File: config.mk
export PLATFORM = sky130hd
export DESIGN_NAME = mcp_bus_launcher
export DESIGN_NICKNAME = d
export VERILOG_FILES = /design/src/rtl/mcp_pkg.sv /design/src/rtl/mcp_ack_sync.sv /design/src/rtl/mcp_bus_launcher.sv
export SDC_FILE = /design/constraint.sdc
export NUM_CORES = 1
export LEC_CHECK = 0
export CORE_AREA = 10 10 59 61
export CTS_CLUSTER_DIAMETER = 120
export DETAILED_ROUTE_END_ITERATION = 8
export DIE_AREA = 0 0 69 71
export PLACE_DENSITY_LB_ADDON = 0.12
export SLEW_MARGIN = 20
export SYNTH_ARGS = -nofsm -noshare
export SYNTH_HDL_FRONTEND = slang
export SYNTH_SLANG_ARGS = --single-unit
File: constraint.sdc
create_clock -name clk -period 1.52 [get_ports clk]
set_input_delay 0.304 -clock clk [delete_from_list [all_inputs] [get_ports clk]]
set_output_delay 0.304 -clock clk [all_outputs]
set_load 0.02 [all_outputs]
File: src/rtl/mcp_pkg.sv
// Shared definitions for the MCP bus crossing: FSM encoding, ack timeout and sizing helpers.
package mcp_pkg;

    typedef enum logic [1:0] {
        MCP_IDLE   = 2'd0,
        MCP_LAUNCH = 2'd1,
        MCP_GAP    = 2'd2
    } mcp_state_e;

    // Cycles allowed per handshake phase before the launcher gives up.
    localparam int unsigned ACK_TIMEOUT = 64;

    function automatic int unsigned mcp_max3(int unsigned a, int unsigned b, int unsigned c);
        int unsigned m;
        m = (a > b) ? a : b;
        return (m > c) ? m : c;
    endfunction

    // Bits needed to represent values 0..v-1.
    function automatic int unsigned mcp_clog2(int unsigned v);
        int unsigned r;
        r = 0;
        for (int unsigned i = 0; i < 32; i++) begin
            if ((64'd1 << r) < 64'(v)) begin
                r = r + 1;
            end
        end
        return r;
    endfunction

endpackage

File: src/rtl/mcp_ack_sync.sv
// Flop-chain synchronizer bringing the destination ack level into the source clock domain.
// Built only when MCP_ACK_EN is defined.
`ifdef MCP_ACK_EN
module mcp_ack_sync #(
    parameter int unsigned NUM_STAGES = 2
) (
    input  logic clk,
    input  logic rst,
    input  logic async_in,
    output logic sync_out
);

    logic [NUM_STAGES-1:0] sync_q;

    // Shift the async level in at the LSB; the MSB is the settled copy.
    always_ff @(posedge clk or negedge rst) begin
        if (!rst) begin
            sync_q <= '0;
        end else begin
            sync_q <= NUM_STAGES'({sync_q, async_in});
        end
    end

    assign sync_out = sync_q[NUM_STAGES-1];

endmodule
`endif

File: src/rtl/mcp_bus_launcher.sv
// Source-domain launcher of the multi-cycle-path bus crossing: holds a word, pulses a level
// enable for a fixed window, then guards the data. MCP_ACK_EN swaps fixed timing for a 4-phase ack.
module mcp_bus_launcher
    import mcp_pkg::*;
#(
    parameter int unsigned BUS_WIDTH   = 8,
    parameter int unsigned HOLD_CYCLES = 4,
    parameter int unsigned GAP_CYCLES  = 4,
    parameter int unsigned NUM_STAGES  = 2
) (
    input  logic                 clk,
    input  logic                 rst,
    input  logic [BUS_WIDTH-1:0] data_in,
    input  logic                 data_valid,
    output logic                 ready,
    output logic [BUS_WIDTH-1:0] unsync_bus,
    output logic                 bus_enable,
    output logic                 tx_done
`ifdef MCP_ACK_EN
    ,
    input  logic                 ack_async,
    output logic                 ack_timeout
`endif
);

    localparam int unsigned CNT_W = mcp_clog2(mcp_max3(HOLD_CYCLES, GAP_CYCLES, ACK_TIMEOUT) + 1);

    mcp_state_e           state_q, state_d;
    logic [CNT_W-1:0]     cnt_q, cnt_d;
    logic [BUS_WIDTH-1:0] bus_q, bus_d;
    logic                 en_q, en_d;
    logic                 done_q, done_d;

`ifdef MCP_ACK_EN
    logic ack_s;
    logic to_q, to_d;

    mcp_ack_sync #(
        .NUM_STAGES (NUM_STAGES)
    ) u_ack_sync (
        .clk      (clk),
        .rst      (rst),
        .async_in (ack_async),
        .sync_out (ack_s)
    );
`else
    logic unused_params;
    assign unused_params = ^32'(NUM_STAGES);
`endif

    // State and registered outputs.
    always_ff @(posedge clk or negedge rst) begin
        if (!rst) begin
            state_q <= MCP_IDLE;
            cnt_q   <= '0;
            bus_q   <= '0;
            en_q    <= 1'b0;
            done_q  <= 1'b0;
`ifdef MCP_ACK_EN
            to_q    <= 1'b0;
`endif
        end else begin
            state_q <= state_d;
            cnt_q   <= cnt_d;
            bus_q   <= bus_d;
            en_q    <= en_d;
            done_q  <= done_d;
`ifdef MCP_ACK_EN
            to_q    <= to_d;
`endif
        end
    end

    // Next-state, counter and output decisions.
    always_comb begin
        state_d = state_q;
        cnt_d   = cnt_q;
        bus_d   = bus_q;
        en_d    = en_q;
        done_d  = 1'b0;
`ifdef MCP_ACK_EN
        to_d    = to_q;
`endif
        case (state_q)
            MCP_IDLE: begin
                if (data_valid) begin
                    bus_d   = data_in;
                    en_d    = 1'b1;
                    state_d = MCP_LAUNCH;
`ifdef MCP_ACK_EN
                    cnt_d   = CNT_W'(ACK_TIMEOUT - 1);
`else
                    cnt_d   = CNT_W'(HOLD_CYCLES - 1);
`endif
                end
            end
            MCP_LAUNCH: begin
`ifdef MCP_ACK_EN
                // Minimum hold is met once HOLD_CYCLES of the timeout window have elapsed.
                if (ack_s && (cnt_q <= CNT_W'(ACK_TIMEOUT - HOLD_CYCLES))) begin
                    en_d    = 1'b0;
                    cnt_d   = CNT_W'(ACK_TIMEOUT - 1);
                    state_d = MCP_GAP;
                end else if (cnt_q == '0) begin
                    en_d    = 1'b0;
                    to_d    = 1'b1;
                    state_d = MCP_IDLE;
                end else begin
                    cnt_d = cnt_q - CNT_W'(1);
                end
`else
                if (cnt_q == '0) begin
                    en_d    = 1'b0;
                    cnt_d   = CNT_W'(GAP_CYCLES - 1);
                    state_d = MCP_GAP;
                end else begin
                    cnt_d = cnt_q - CNT_W'(1);
                end
`endif
            end
            MCP_GAP: begin
`ifdef MCP_ACK_EN
                if (!ack_s) begin
                    done_d  = 1'b1;
                    state_d = MCP_IDLE;
                end else if (cnt_q == '0) begin
                    to_d    = 1'b1;
                    state_d = MCP_IDLE;
                end else begin
                    cnt_d = cnt_q - CNT_W'(1);
                end
`else
                if (cnt_q == '0) begin
                    done_d  = 1'b1;
                    state_d = MCP_IDLE;
                end else begin
                    cnt_d = cnt_q - CNT_W'(1);
                end
`endif
            end
            default: begin
                en_d    = 1'b0;
                state_d = MCP_IDLE;
            end
        endcase
    end

    assign ready      = (state_q == MCP_IDLE);
    assign unsync_bus = bus_q;
    assign bus_enable = en_q;
    assign tx_done    = done_q;
`ifdef MCP_ACK_EN
    assign ack_timeout = to_q;
`endif

endmodule

Word-level counts from Yosys, hierarchy flattened. Index checks and enable logic that the tools add are counted.

Magnitude comparators: 0. Div/mod/pow operators: 0. Bitwise logic cells: 1. Add/subtract/negate cells: 1. Shifts and indexed selects: 0. Multiplexer cells: 13. Multipliers: 0. Reduce and logical (&&, ||, !) cells: 7. Equality and inequality tests: 6.

Operators with widths (number): two-way mux 7 bit (3); one-hot mux 7 bit (3 select lines) (1); AND reduction 3 bit (3); != test 2 bit (second input constant) (4); logical NOT 7 bit (1); subtractor 7 x 1 -> 7 bit (second input constant) (1); two-way mux 2 bit (3); one-hot mux 2 bit (3 select lines) (1); two-way mux 1 bit (4); one-hot mux 1 bit (3 select lines) (1); nonzero test 3 bit (1); equality test 2 x 1 -> 1 bit (second input constant) (1); equality test 2 bit (second input constant) (1); logical NOT 2 bit (1); AND reduction 2 bit (1); inverter 1 bit (1).

Memory bits (writable): 0. Bits in read-only memories: 0. Input bits: 11. Register bits: 19. Bits in latches: 0. Logic and storage cells: 33. Output and inout bits: 11. Memories kept: 0.

Longest topological paths before layout.
Depth in word-level cells: 3. Mapped depth: 7. Depth with buffers taken out: 6.

Worst setup path after synthesis. OpenSTA, ideal clock, no wires.

Path type: register to register. Start: register state_q[0]. End: register cnt_q[4]. Clock period less this slack: 1716 ps. Cell stages (with the launch flop): 7. Required time: 1438 ps. Arrival time: 1635 ps. Slack: -196 ps. Setup time: 82 ps. Cell sequence: dfrtp_1 inv_1 ha_1 nor2b_1 a311oi_4 a41oi_1 a31oi_1.

Cells in the longest elaborated chain, start to end: 3. Elaborated cells on any way between the ends: 8. Classes of those cells: eq/ne (4); mux (1); reduce/logical (3).

Ends and longest elaborated chain: start, declared (RTL line mcp_bus_launcher.sv:28) `mcp_state_e state_q, state_d;`; start signal, assigned (RTL line mcp_bus_launcher.sv:63) `state_q <= state_d;`; logical NOT 2 bit (*); net ready (RTL line mcp_bus_launcher.sv:15) `output logic ready,`; != test 2 bit (no line) / nonzero test 3 bit (equally long branches); AND reduction 3 bit (no line); end signal, assigned (RTL line mcp_bus_launcher.sv:64) `cnt_q <= cnt_d;`; end, declared (RTL line mcp_bus_launcher.sv:29) `logic [CNT_W-1:0] cnt_q, cnt_d;`.

The timed path passes the listed nets; every way through them passes the cells marked *. A chain may end at the register's enable or synchronous reset.

Worst setup path after layout.
Start: register cnt_q[0]. End: register cnt_q[5].

Cells in the longest elaborated chain, start to end: 3. Elaborated cells on any way between the ends: 7. Classes of those cells: add/sub (1); eq/ne (1); mux (3); reduce/logical (2).

Ends and longest elaborated chain: subtractor 7 x 1 -> 7 bit / logical NOT 7 bit (equally long branches); two-way mux 7 bit, or another cell as far along (RTL line mcp_bus_launcher.sv:133) `if (cnt_q == '0) begin`; one-hot mux 7 bit (3 select lines) / AND reduction 3 bit (equally long branches).

Several ways; a longest one is shown, not always the timed one. The select of a mux whose other input is x is not followed.

==> metrics.cfg <==
[run_status]
status = finished, violations left
violations = setup timing

[worst_setup_path]
cp.arrival_ns = 1.85
worstPathMaxFanout = 5
r2r-end = cnt_q[5]
end_kind = register
worstPathRequired_ns = 1.74
ff2ff_setup_slack_ns = -0.11
critPathLaunchType = register
rr_worst_depth = 8
timing.rr.start = cnt_q[0]
crit_type = register to register

[pwr]
leakagePower_nw = 0.684
ir_drop_mv = 1.37
powerDensity_mw_per_mm2 = 2180

[grt]
grt_usage_pct = 10.1
grt_max_degree = 20
antenna_found_initial = 0
overflow = 0
grt_pass1_vias = 868
grt_pass1_wl_mm = 4.19

[synth]
avgSynthCellArea_um2 = 11.3
synth-edff-count = 0
yosysTopAreaCell = dfrtp_1
synthArstFlopShare_pct = 100
ys_top_cells_by_area = dfrtp_1, mux2_2, ha_1, nand2_1, a311oi_4
yosys_most_used_dff = dfrtp_1
syn-cell-area_mm2 = 0.00101
syn_nets = 106
ys_seq_area_share_pct = 47.3
synth-seq-cells = 19
netlist_instances = 89
synth_top_area_share_pct = 47.3
yosys_warnings = 0
synth_cell_types = 32

[clock_network]
clk_latency_ns = 0.31
root_buffer = clkbuf_4
cts_max_level = 1
cts.clk_slew.worst_paths_ns = 0.12
clockBufferDepth = 2
tritoncts = done
cts_hold_buf = 0
cts.sinks = 19
numCtsBuffers = 3

[timing]
worst_hold_slack_ns = 0.317
fin_ws_ns = -0.108
hold_viol_final = 0
rsz0062_at_grt = true
worst_pin_slew_ns = 0.350
finalCritPeriodShare_pct = 107
skew_ns = 0.0108
clock.fmax_ghz = 0.614
relSlewSlack_pct = 76.4
setup_tns_ns = -0.552
layout_min_cycle_time_ns = 1.63
setup_viol = 9
drv_slew = 0

[floorplanning]
io_pins = 22
core_area_mm2 = 0.00239
die_h_um = 71
dieArea_mm2 = 0.00490
fp.dieW_um = 69
row_count = 18
initial_utilization_pct = 42.1

[detailed_routing]
drcViolationCount = 0
via_per_inst = 5.31
drt-wirelength-per-cell_um = 15.7
drt_iter0_drc = 29
drt_pre_antenna_iters = 4
antenna_left = 0
vias = 882
routed_wl_mm = 2.61

[placed_design]
io_buffers = 21
finalWeightedCongestion = 0.754
dp_hpwl_mm = 1.84

[job]
maxCapViolations = 0

[cells_and_area]
syn2layout_area_growth_pct = 53.1
drive_gt1_share_pct = 47.8
layout.nets = 154
num_antenna_cells = 0
nFillCells = 208

[worst_hold_path]
hp-class = input port to asynchronous set/reset pin

[logic make-up (layout without fill, tap and decap cells)]
family | Yosys count | in the layout | share of synthesized area, %
DFF | 19 | 19 | 47.3
adders and majority gates | 6 | 6 | 7.46
AOI/OAI and AO/OA | 20 | 20 | 16.2
xor gates and xnor gates | 1 | 1 | 0.871
buffers and inverters | 5 | 52 | 1.99
and+or+nand+nor | 30 | 30 | 17.3
muxes | 8 | 8 | 8.96
[synth_stat cells (2+ instances only)]
| cell type | instances |
|---|---|
| inv_1 | 4 |
| nand2_1 | 8 |
| ha_1 | 6 |
| mux2_2 | 8 |
| dfrtp_1 | 19 |
| nand3_1 | 3 |
| nor2_1 | 6 |
| a31oi_1 | 3 |
| o22a_2 | 2 |
| nand2b_1 | 2 |
| o21ai_0 | 2 |
| a21oi_1 | 4 |
| a2bb2oi_1 | 2 |
| nand3b_1 | 2 |
[area by class of cell]
class | instances | area, µm² | share of cell area, %
Clock buffer | 3 | 22.5 | 1.46
Clock inverter | 1 | 5.00 | 0.325
Inverter | 4 | 15.0 | 0.975
Multi-Input combinational cell | 65 | 606 | 39.3
Sequential cell | 19 | 475 | 30.9
Tap cell | 30 | 37.5 | 2.44
Timing Repair Buffer | 44 | 379 | 24.6
[power breakdown]
group / internal (mW) / switching, mW
Combinational: 1.13 / 1.12
Sequential: 0.720 / 0.132
Clock: 0.0982 / 0.164
Total: 1.94 / 1.42
[through the flow]
| step | cell area, µm² | setup WS [ns] | util, % | std cells | power, mW |
|---|---|---|---|---|---|
| final | 1540 | -0.108 | 64.5 | 166 | 3.36 |
| after global routing | 1540 | -0.175 | 64.5 | 166 | 3.60 |
| after CTS | 1490 | -0.0807 | 62.5 | 165 | 3.20 |
| after detailed placement | 1420 | -0.240 | 59.4 | 157 | 2.87 |
| after global placement | 1420 | -0.195 | 59.4 | 157 | 2.82 |
| after floorplan | 1030 | -0.00209 | - | 89 | 1.99 |
[critical path, stage by stage (launching register included)]
cell	delay, ns
dfrtp_1	0.39
inv_2	0.06
ha_4	0.16
nor4b_4	0.13
buf_4	0.14
a311oi_4	0.24
buf_6	0.17
nand3b_1	0.09
a31oi_1	0.16
[cell usage in the layout, fill, tap and decap left out, drive strengths merged, types with 2 or more instances in the layout]
| cell type | Yosys | routed |
|---|---|---|
| buf | 1 | 24 |
| dfrtp | 19 | 19 |
| clkdlybuf4s50 | 0 | 10 |
| dlygate4sd2 | 0 | 10 |
| mux2 | 8 | 8 |
| nand2 | 8 | 8 |
| nor2 | 7 | 7 |
| ha | 6 | 6 |
| a21oi | 5 | 5 |
| inv | 4 | 4 |
| a31oi | 3 | 3 |
| nand3 | 3 | 3 |
| clkbuf | 0 | 3 |
| o22a | 2 | 2 |
| a2bb2oi | 2 | 2 |
| nand3b | 2 | 2 |
| nand2b | 2 | 2 |
| o21ai | 2 | 2 |
[sequential cells by signal, summed over array words and instances, names as in the netlist]
register / count
bus_enable: 1
cnt_q: 7
tx_done: 1
unsync_bus: 8
state_q: 2
[repair_timing]
item / CTS / global route
gates resized for setup: 25 / 11
setup endpoints to repair: 21 / 10
gates cloned: 1 / 0
setup buffers: 3 / 3
pin swaps: 8 / 3
[per-layer routing]
metal / wire length [µm] / up-vias / global-route usage [%]
met2: 1240 / 29 / 17.2
met3: 162 / 10 / 2.65
met1: 1150 / 423 / 12.0
li1: - / 420 / -
met5: 0 / - / 0
met4: 59 / 0 / 3.58
[how the worst max path moves through the flow]
stage	slack, ns	to	start
finish	-0.11	cnt_q[5]	cnt_q[0]
global route	-0.18	cnt_q[4]	cnt_q[0]
CTS	-0.08	cnt_q[4]	cnt_q[1]
detailed placement	-0.24	cnt_q[4]	data_valid
global placement	-0.19	cnt_q[4]	data_valid
floorplan	-0.002	cnt_q[4]	cnt_q[0]
(Power assumes the default switching activity.)
